$ cat config.mk
export PLATFORM = sky130hd
export DESIGN_NAME = idli_sqi_ctrl_m
export DESIGN_NICKNAME = d
export VERILOG_FILES = /design/src/rtl/idli_sqi_ctrl_m.sv
export SDC_FILE = /design/constraint.sdc
export NUM_CORES = 1
export LEC_CHECK = 0
export CORE_MARGIN = 5
export CORE_UTILIZATION = 44
export DETAILED_ROUTE_END_ITERATION = 7
export PLACE_DENSITY = 0.76
export SLEW_MARGIN = 15
export SYNTH_ARGS = -nofsm -noshare
export SYNTH_HDL_FRONTEND = slang
export SYNTH_SLANG_ARGS = --single-unit
$ cat constraint.sdc
create_clock -name i_sqi_gck -period 1.6 [get_ports i_sqi_gck]
set_clock_uncertainty 0.15 [all_clocks]
set_input_delay 0.32 -clock i_sqi_gck [delete_from_list [all_inputs] [get_ports i_sqi_gck]]
set_output_delay 0.32 -clock i_sqi_gck [all_outputs]
set_load 0.1 [all_outputs]
$ cat src/rtl/idli_sqi_ctrl_m.sv
// SQI SRAM transaction sequencer: turns core read/write requests into quad-mode
// command, address, dummy and data phases, owning chip-select and pin direction.
module idli_sqi_ctrl_m (
  input  logic        i_sqi_gck,
  input  logic        i_sqi_rst_n,
  input  logic        i_sqi_req,
  input  logic        i_sqi_wr,
  input  logic [15:0] i_sqi_addr,
  output logic        o_sqi_req_acp,
  input  logic        i_sqi_end,
  input  logic [3:0]  i_sqi_wdata,
  output logic        o_sqi_wdata_acp,
  output logic [3:0]  o_sqi_rdata,
  output logic        o_sqi_rdata_vld,
  output logic        o_sqi_cs,
  output logic        o_sqi_io_mode,
  output logic [3:0]  o_sqi_sio,
  input  logic [3:0]  i_sqi_sio
);

  typedef enum logic [2:0] {
    ST_IDLE,
    ST_CMD,
    ST_ADDR,
    ST_DUMMY,
    ST_DATA,
    ST_DESEL
  } state_t;

  state_t      state;
  logic [1:0]  cnt;
  logic [15:0] addr_q;
  logic        wr_q;
  logic [3:0]  addr_nib_next;

  // Accepts are gated by reset so nothing is handshaken while the block is held.
  always_comb begin
    o_sqi_req_acp   = i_sqi_rst_n && (state == ST_IDLE) && i_sqi_req;
    o_sqi_wdata_acp = i_sqi_rst_n && wr_q &&
                      (((state == ST_ADDR) && (cnt == 2'd3)) ||
                       ((state == ST_DATA) && !i_sqi_end));
  end

  // Address nibble to present after the current ADDR cycle.
  always_comb begin
    case (cnt)
      2'd0:    addr_nib_next = addr_q[11:8];
      2'd1:    addr_nib_next = addr_q[7:4];
      default: addr_nib_next = addr_q[3:0];
    endcase
  end

  always_ff @(posedge i_sqi_gck or negedge i_sqi_rst_n) begin
    if (!i_sqi_rst_n) begin
      state           <= ST_IDLE;
      cnt             <= '0;
      addr_q          <= '0;
      wr_q            <= 1'b0;
      o_sqi_cs        <= 1'b1;
      o_sqi_io_mode   <= 1'b1;
      o_sqi_sio       <= '0;
      o_sqi_rdata     <= '0;
      o_sqi_rdata_vld <= 1'b0;
    end else begin
      o_sqi_rdata_vld <= 1'b0;
      case (state)
        ST_IDLE: begin
          o_sqi_cs      <= 1'b1;
          o_sqi_io_mode <= 1'b1;
          o_sqi_sio     <= '0;
          if (i_sqi_req) begin
            addr_q   <= i_sqi_addr;
            wr_q     <= i_sqi_wr;
            cnt      <= '0;
            o_sqi_cs <= 1'b0;
            state    <= ST_CMD;
          end
        end
        ST_CMD: begin
          if (cnt == 2'd0) begin
            o_sqi_sio <= wr_q ? 4'h2 : 4'h3;
            cnt       <= 2'd1;
          end else begin
            o_sqi_sio <= addr_q[15:12];
            cnt       <= '0;
            state     <= ST_ADDR;
          end
        end
        ST_ADDR: begin
          if (cnt != 2'd3) begin
            o_sqi_sio <= addr_nib_next;
            cnt       <= cnt + 2'd1;
          end else if (wr_q) begin
            o_sqi_sio <= i_sqi_wdata;
            state     <= ST_DATA;
          end else begin
            o_sqi_sio     <= '0;
            o_sqi_io_mode <= 1'b0;
            cnt           <= '0;
            state         <= ST_DUMMY;
          end
        end
        ST_DUMMY: begin
          if (cnt == 2'd0) begin
            cnt <= 2'd1;
          end else begin
            cnt   <= '0;
            state <= ST_DATA;
          end
        end
        ST_DATA: begin
          if (!wr_q) begin
            o_sqi_rdata     <= i_sqi_sio;
            o_sqi_rdata_vld <= 1'b1;
          end
          if (i_sqi_end) begin
            o_sqi_cs      <= 1'b1;
            o_sqi_io_mode <= 1'b1;
            o_sqi_sio     <= '0;
            state         <= ST_DESEL;
          end else if (wr_q) begin
            o_sqi_sio <= i_sqi_wdata;
          end
        end
        ST_DESEL: begin
          state <= ST_IDLE;
        end
        default: begin
          state <= ST_IDLE;
        end
      endcase
    end
  end

endmodule

* Word level (Yosys, flattened, before mapping)
Cells that the tools add are included.
Storage, ports and cells: register bits after elaboration 33, input bits 29, logic and storage cells 76
Operators by class: add/sub/neg operators 1, equal/unequal tests 15, muxes and demuxes 28, bitwise operators 1, reductions and logical operators 22
Operators with widths (number):
- $mux 4 | 5
- $mux 3 | 6
- $pmux 4 s4 | 1
- $pmux 3 s5 | 1
- $ne 2x2->1 const B | 7
- $mux 1 | 8
- $pmux 4 s2 | 1
- $reduce_and 2->1 | 4
- $eq 3x2->1 const B | 2
- $logic_and 1x1->1 | 6
- $mux 2 | 3
- $pmux 2 s3 | 1
- $reduce_bool 3->1 | 2
- $reduce_and 5->1 | 1
- $reduce_and 4->1 | 1
- $reduce_bool 4->1 | 1
- $eq 3x1->1 const B | 1
- $eq 3x3->1 const B | 1
- $logic_not 3->1 | 1
- $ne 3x2->1 const B | 1
- $ne 3x3->1 const B | 1
- $pmux 1 s3 | 1
- $reduce_and 3->1 | 1
- $add 2x1->2 const B | 1
- 9 further kinds | 9

* Longest topological paths before layout
depth after elaboration 4, gate-level depth with buffers 7

* Worst setup path before layout
No wires, ideal clock.
kind reg-to-output, from register cnt[0], to output o_sqi_wdata_acp, arrival 2928 ps, data required time 1130 ps, setup slack -1798 ps, cell stages (with the launch flop) 5, path buffers 1, path through dfrtp_1 -> ha_1 -> clkbuf_1 -> a31oi_1 -> nor3_1
Between the ends: word-level cells in the longest chain between the ends 4
Ends and longest elaborated chain:
- from (decl) | line 31 | logic [1:0] cnt;
- from (signal assigned) | line 92 | cnt <= cnt + 2'd1;
- $eq 2x2->1 | line 40 | (((state == ST_ADDR) && (cnt == 2'd3)) ||
- $logic_and 1x1->1 | line 40
- $logic_or 1x1->1 | line 40
- $logic_and 1x1->1 | line 39 | o_sqi_wdata_acp = i_sqi_rst_n && wr_q &&
- to (decl) | line 12 | output logic o_sqi_wdata_acp,
No other way between the ends.

* Worst setup path after layout
from register state[1], to output o_sqi_wdata_acp
Between the ends: word-level cells in the longest chain between the ends 4, elaborated cells between the ends (all ways) 6, classes of those cells eq/ne: 2; reduce/logical: 4
Ends and longest elaborated chain:
- from (decl) | line 30 | state_t state;
- from (signal assigned) | line 55 | state <= ST_IDLE;
- from (signal assigned) | line 76 | state <= ST_CMD;
- from (signal assigned) | line 86 | state <= ST_ADDR;
- $eq 3x2->1 / $eq 3x3->1 (equally long branches) | line 40, 41
- $logic_and 1x1->1, on equally long branches | line 40, 41
- $logic_or 1x1->1 (*) | line 40
- $logic_and 1x1->1 (*) | line 39
Every way passes the cells marked *; elsewhere a longest branch is shown, timed or not.

==> out/results.tsv <==
stage	metric	value	unit
floorplan	Rows	22	
synthesis	Synth cell types	35	
setup_path	Worst EP required	1.13	ns
synthesis	area of the mapped netlist	1690	um2
timing	Final TNS setup	-3.25	ns
floorplan	I/O pins	42	
timing	max-slew violations	0	
setup_path	R2R Path End	o_sqi_sio[2]	
clocking	htree depth	2	
run_status	status	complete, but fails checks	
setup_path	crit-path cells	nor3b_4 -> a31oi_4 -> nor3_4 -> buf_12	
place	dpl cell area	2470	um2
floorplan	Die W	71.9	um
place	port buffer count	41	
floorplan	Initial Utilization	45.7	%
timing	PnR worst setup slack	-0.286	ns
grt	initial antenna violation count	0	
clocking	CTS Root Cell	clkbuf_8	
grt	global route total overflow	0	
detailed_routing	DR vias	1635	
pwr	Pwr Density	2250	nW/um2
synthesis	Mapped Nets	190	
place	Place WS	-0.449	ns
floorplan	Die H	71.9	um
synthesis	Yosys top cell by area	dfrtp_1	
detailed_routing	Post-Route WL	5680	um
pwr	Design Power	6.55	mW
timing	Period minus WS final	1.89	ns
detailed_routing	Via density	5.92	
clocking	clk slew on worst S/H paths	0.07	ns
setup_path	Crit-path slowest cell	dfrtp_2	
setup_path	CP max stage delay	0.47	ns
synthesis	Post-Syn Instances	157	
final_layout	final cell count without fillers	276	
grt	GRT Overall Usage	22.6	%
pwr	Peak VDD IR	1630	uV
final_layout	final antenna diode count	0	
setup_path	CP Class	flop to output pin	
timing	fin crit share	118	%
synthesis	ys flop type	dfrtp_1	
detailed_routing	DRC Markers	0	
place	DP HPWL	3490	um
synthesis	Post-synth EDFFs	0	
setup_path	Worst setup SP type	flop	
synthesis	Synth Area per Inst	10.7	um2
timing	final hold vios	0	
final_layout	fin area	2920	um2
final_layout	Layout Utilization	79.1	%
synthesis	post-synthesis sequential area ratio	49.1	%
setup_path	CP Capture Type	output pin	
final_layout	layout cells sized above 1	47.8	%
synthesis	Synth area leaders	dfrtp_1 46%, mux2_2 14%, a21oi_1 3.9%	
grt	pin count of the biggest net entering global routing	18	
run_status	failing checks	setup timing	
synthesis	number of synthesis warnings	0	
clocking	CTS sink count	33	
grt	vias in the first global route	1740	
clocking	CTS tree	yes	
detailed_routing	WL/cell	20.6	um
clocking	Max clock buf depth	2	
clocking	TritonCTS Buffers	5	
timing	relative slew slack	70.6	%
detailed_routing	Final ANT Viol Nets	0	
clocking	worst-skew pair later-pin latency	0.28	ns
setup_path	Max FO, Critical Path	6	
timing	Worst-Margin Slew	0.441	ns
timing	RSZ-0062 raised after global routing	yes	
place	Final Wtd Congestion	0.889	
setup_path	Worst Reg-to-Reg Cells	7	
hold_path	HP Class	input pin to async pin	
setup_path	FF-to-FF setup slack	-0.21	ns
synthesis	#FFs+latches synth	33	
job	Max-Cap Viols	0	
timing	fmax	530	MHz
timing	Final setup viols	30	
floorplan	Die ar.	5170	um2
floorplan	Core Area	3690	um2
place	placed insts	257	
final_layout	area delta synth->final	73.1	%
timing	worst hold slack	0.0329	ns
final_layout	layout net count	260	
setup_path	R2R Path Start	cnt[0]	
grt	first-pass GRT wire length	8840	um
pwr	static leakage	1.26	nW
synthesis	Async SR Flop Fraction	100	%
synthesis	top cell type's share of synthesized area	46.0	%
detailed_routing	iteration-0 DRC count of the detailed router	128	
detailed_routing	drt pass-1 iters	4	
setup_path	CP Data Arrival Time	1.42	ns
==> what timing repair did <==
item                       4_1_cts  5_1_grt
buffers inserted                11        3
gates cloned                     1        0
pin swaps                       16        6
hold buffers                     0        0
setup endpoints to repair       26       31
resized for setup               46       16
==> synthesized netlist by cell type (all sizes together) (5+ instances only) <==
master and n:
dfrtp 31, mux2 21, a21oi 13, o21ai 12
nand2 11, buf 7, inv 5, nor3 5
==> sequential cells by signal, indices dropped and copies added, names as in the netlist <==
| register | count |
|---|---|
| o_sqi_cs | 1 |
| addr_q | 16 |
| o_sqi_sio | 4 |
| o_sqi_rdata | 4 |
| state | 3 |
| o_sqi_rdata_vld | 1 |
| o_sqi_io_mode | 1 |
| cnt | 2 |
| wr_q | 1 |
==> cell usage in the layout, fill, tap and decap left out, types with 2 or more instances in the layout <==
cell type        instances
clkbuf_8                 6
buf_6                    7
nor2_1                   2
nand2b_1                 2
nor3_2                   3
a32oi_1                  3
a22oi_1                  3
a21oi_1                 12
nand2_1                 10
buf_4                   22
inv_1                    2
ha_4                     3
o21ai_1                  7
dfrtp_1                 30
nor2b_1                  4
a311o_1                  4
dlygate4sd2_1            2
mux2_2                   4
o21ai_0                  2
clkdlybuf4s50_1         26
dfstp_2                  2
o21ai_2                  3
buf_12                  16
mux2_4                  17
inv_2                    2
==> power by group <==
part | leakage [nW] | internal (mW) | total (mW) | switching, mW
Clock | 0.0585 | 0.508 | 0.815 | 0.307
Sequential | 0.402 | 1.23 | 1.63 | 0.394
Combinational | 0.803 | 1.98 | 4.11 | 2.14
==> per-layer routing <==
layer | vias up | global-route usage (%) | wire [um]
li1 | 712 | - | -
met1 | 794 | 25.5 | 2130
met2 | 105 | 40.3 | 2950
met3 | 24 | 6.37 | 419
met4 | 0 | 8.35 | 179
met5 | - | 0 | 0
==> how the worst max path moves through the flow <==
| stage | startpoint | endpoint | slack (ns) | cells past startpoint |
|---|---|---|---|---|
| finish | state[1] | o_sqi_wdata_acp | -0.29 | 4 |
| global route | state[1] | o_sqi_wdata_acp | -0.36 | 4 |
| CTS | state[1] | o_sqi_wdata_acp | -0.31 | 4 |
| detailed placement | i_sqi_end | o_sqi_sio[2] | -0.45 | 6 |
| global placement | i_sqi_end | o_sqi_wdata_acp | -0.34 | 5 |
| floorplan | cnt[0] | o_sqi_wdata_acp | -0.39 | 4 |
==> area by class of cell <==
| class | instances | area [um2] |
|---|---|---|
| inverter | 5 | 21.3 |
| fill | 201 | 771 |
| clock inverter | 1 | 30.0 |
| timing repair buffer | 74 | 857 |
| tap | 48 | 60.1 |
| multi-input combinational | 108 | 1030 |
| sequential | 33 | 830 |
| clock buffer | 7 | 86.3 |
==> worst max-delay path: cells and delay by family, from the launching register on <==
family	cells	cell delay (ns)
flip-flops	1	0.47
AO/OA/AOI/OAI	1	0.06
buffers and inverters	1	0.20
AND/OR/NAND/NOR	2	0.41
==> logic make-up after synthesis <==
kind of cell / after synthesis / synth area share [%]
flops: 33 / 49.1
mux: 22 / 14.6
simple gates: 38 / 12.0
compound gates: 44 / 17.1
fa+ha+maj: 4 / 2.97
buf+inv: 16 / 4.16
Note: power is estimated with default switching activity, not from simulation.
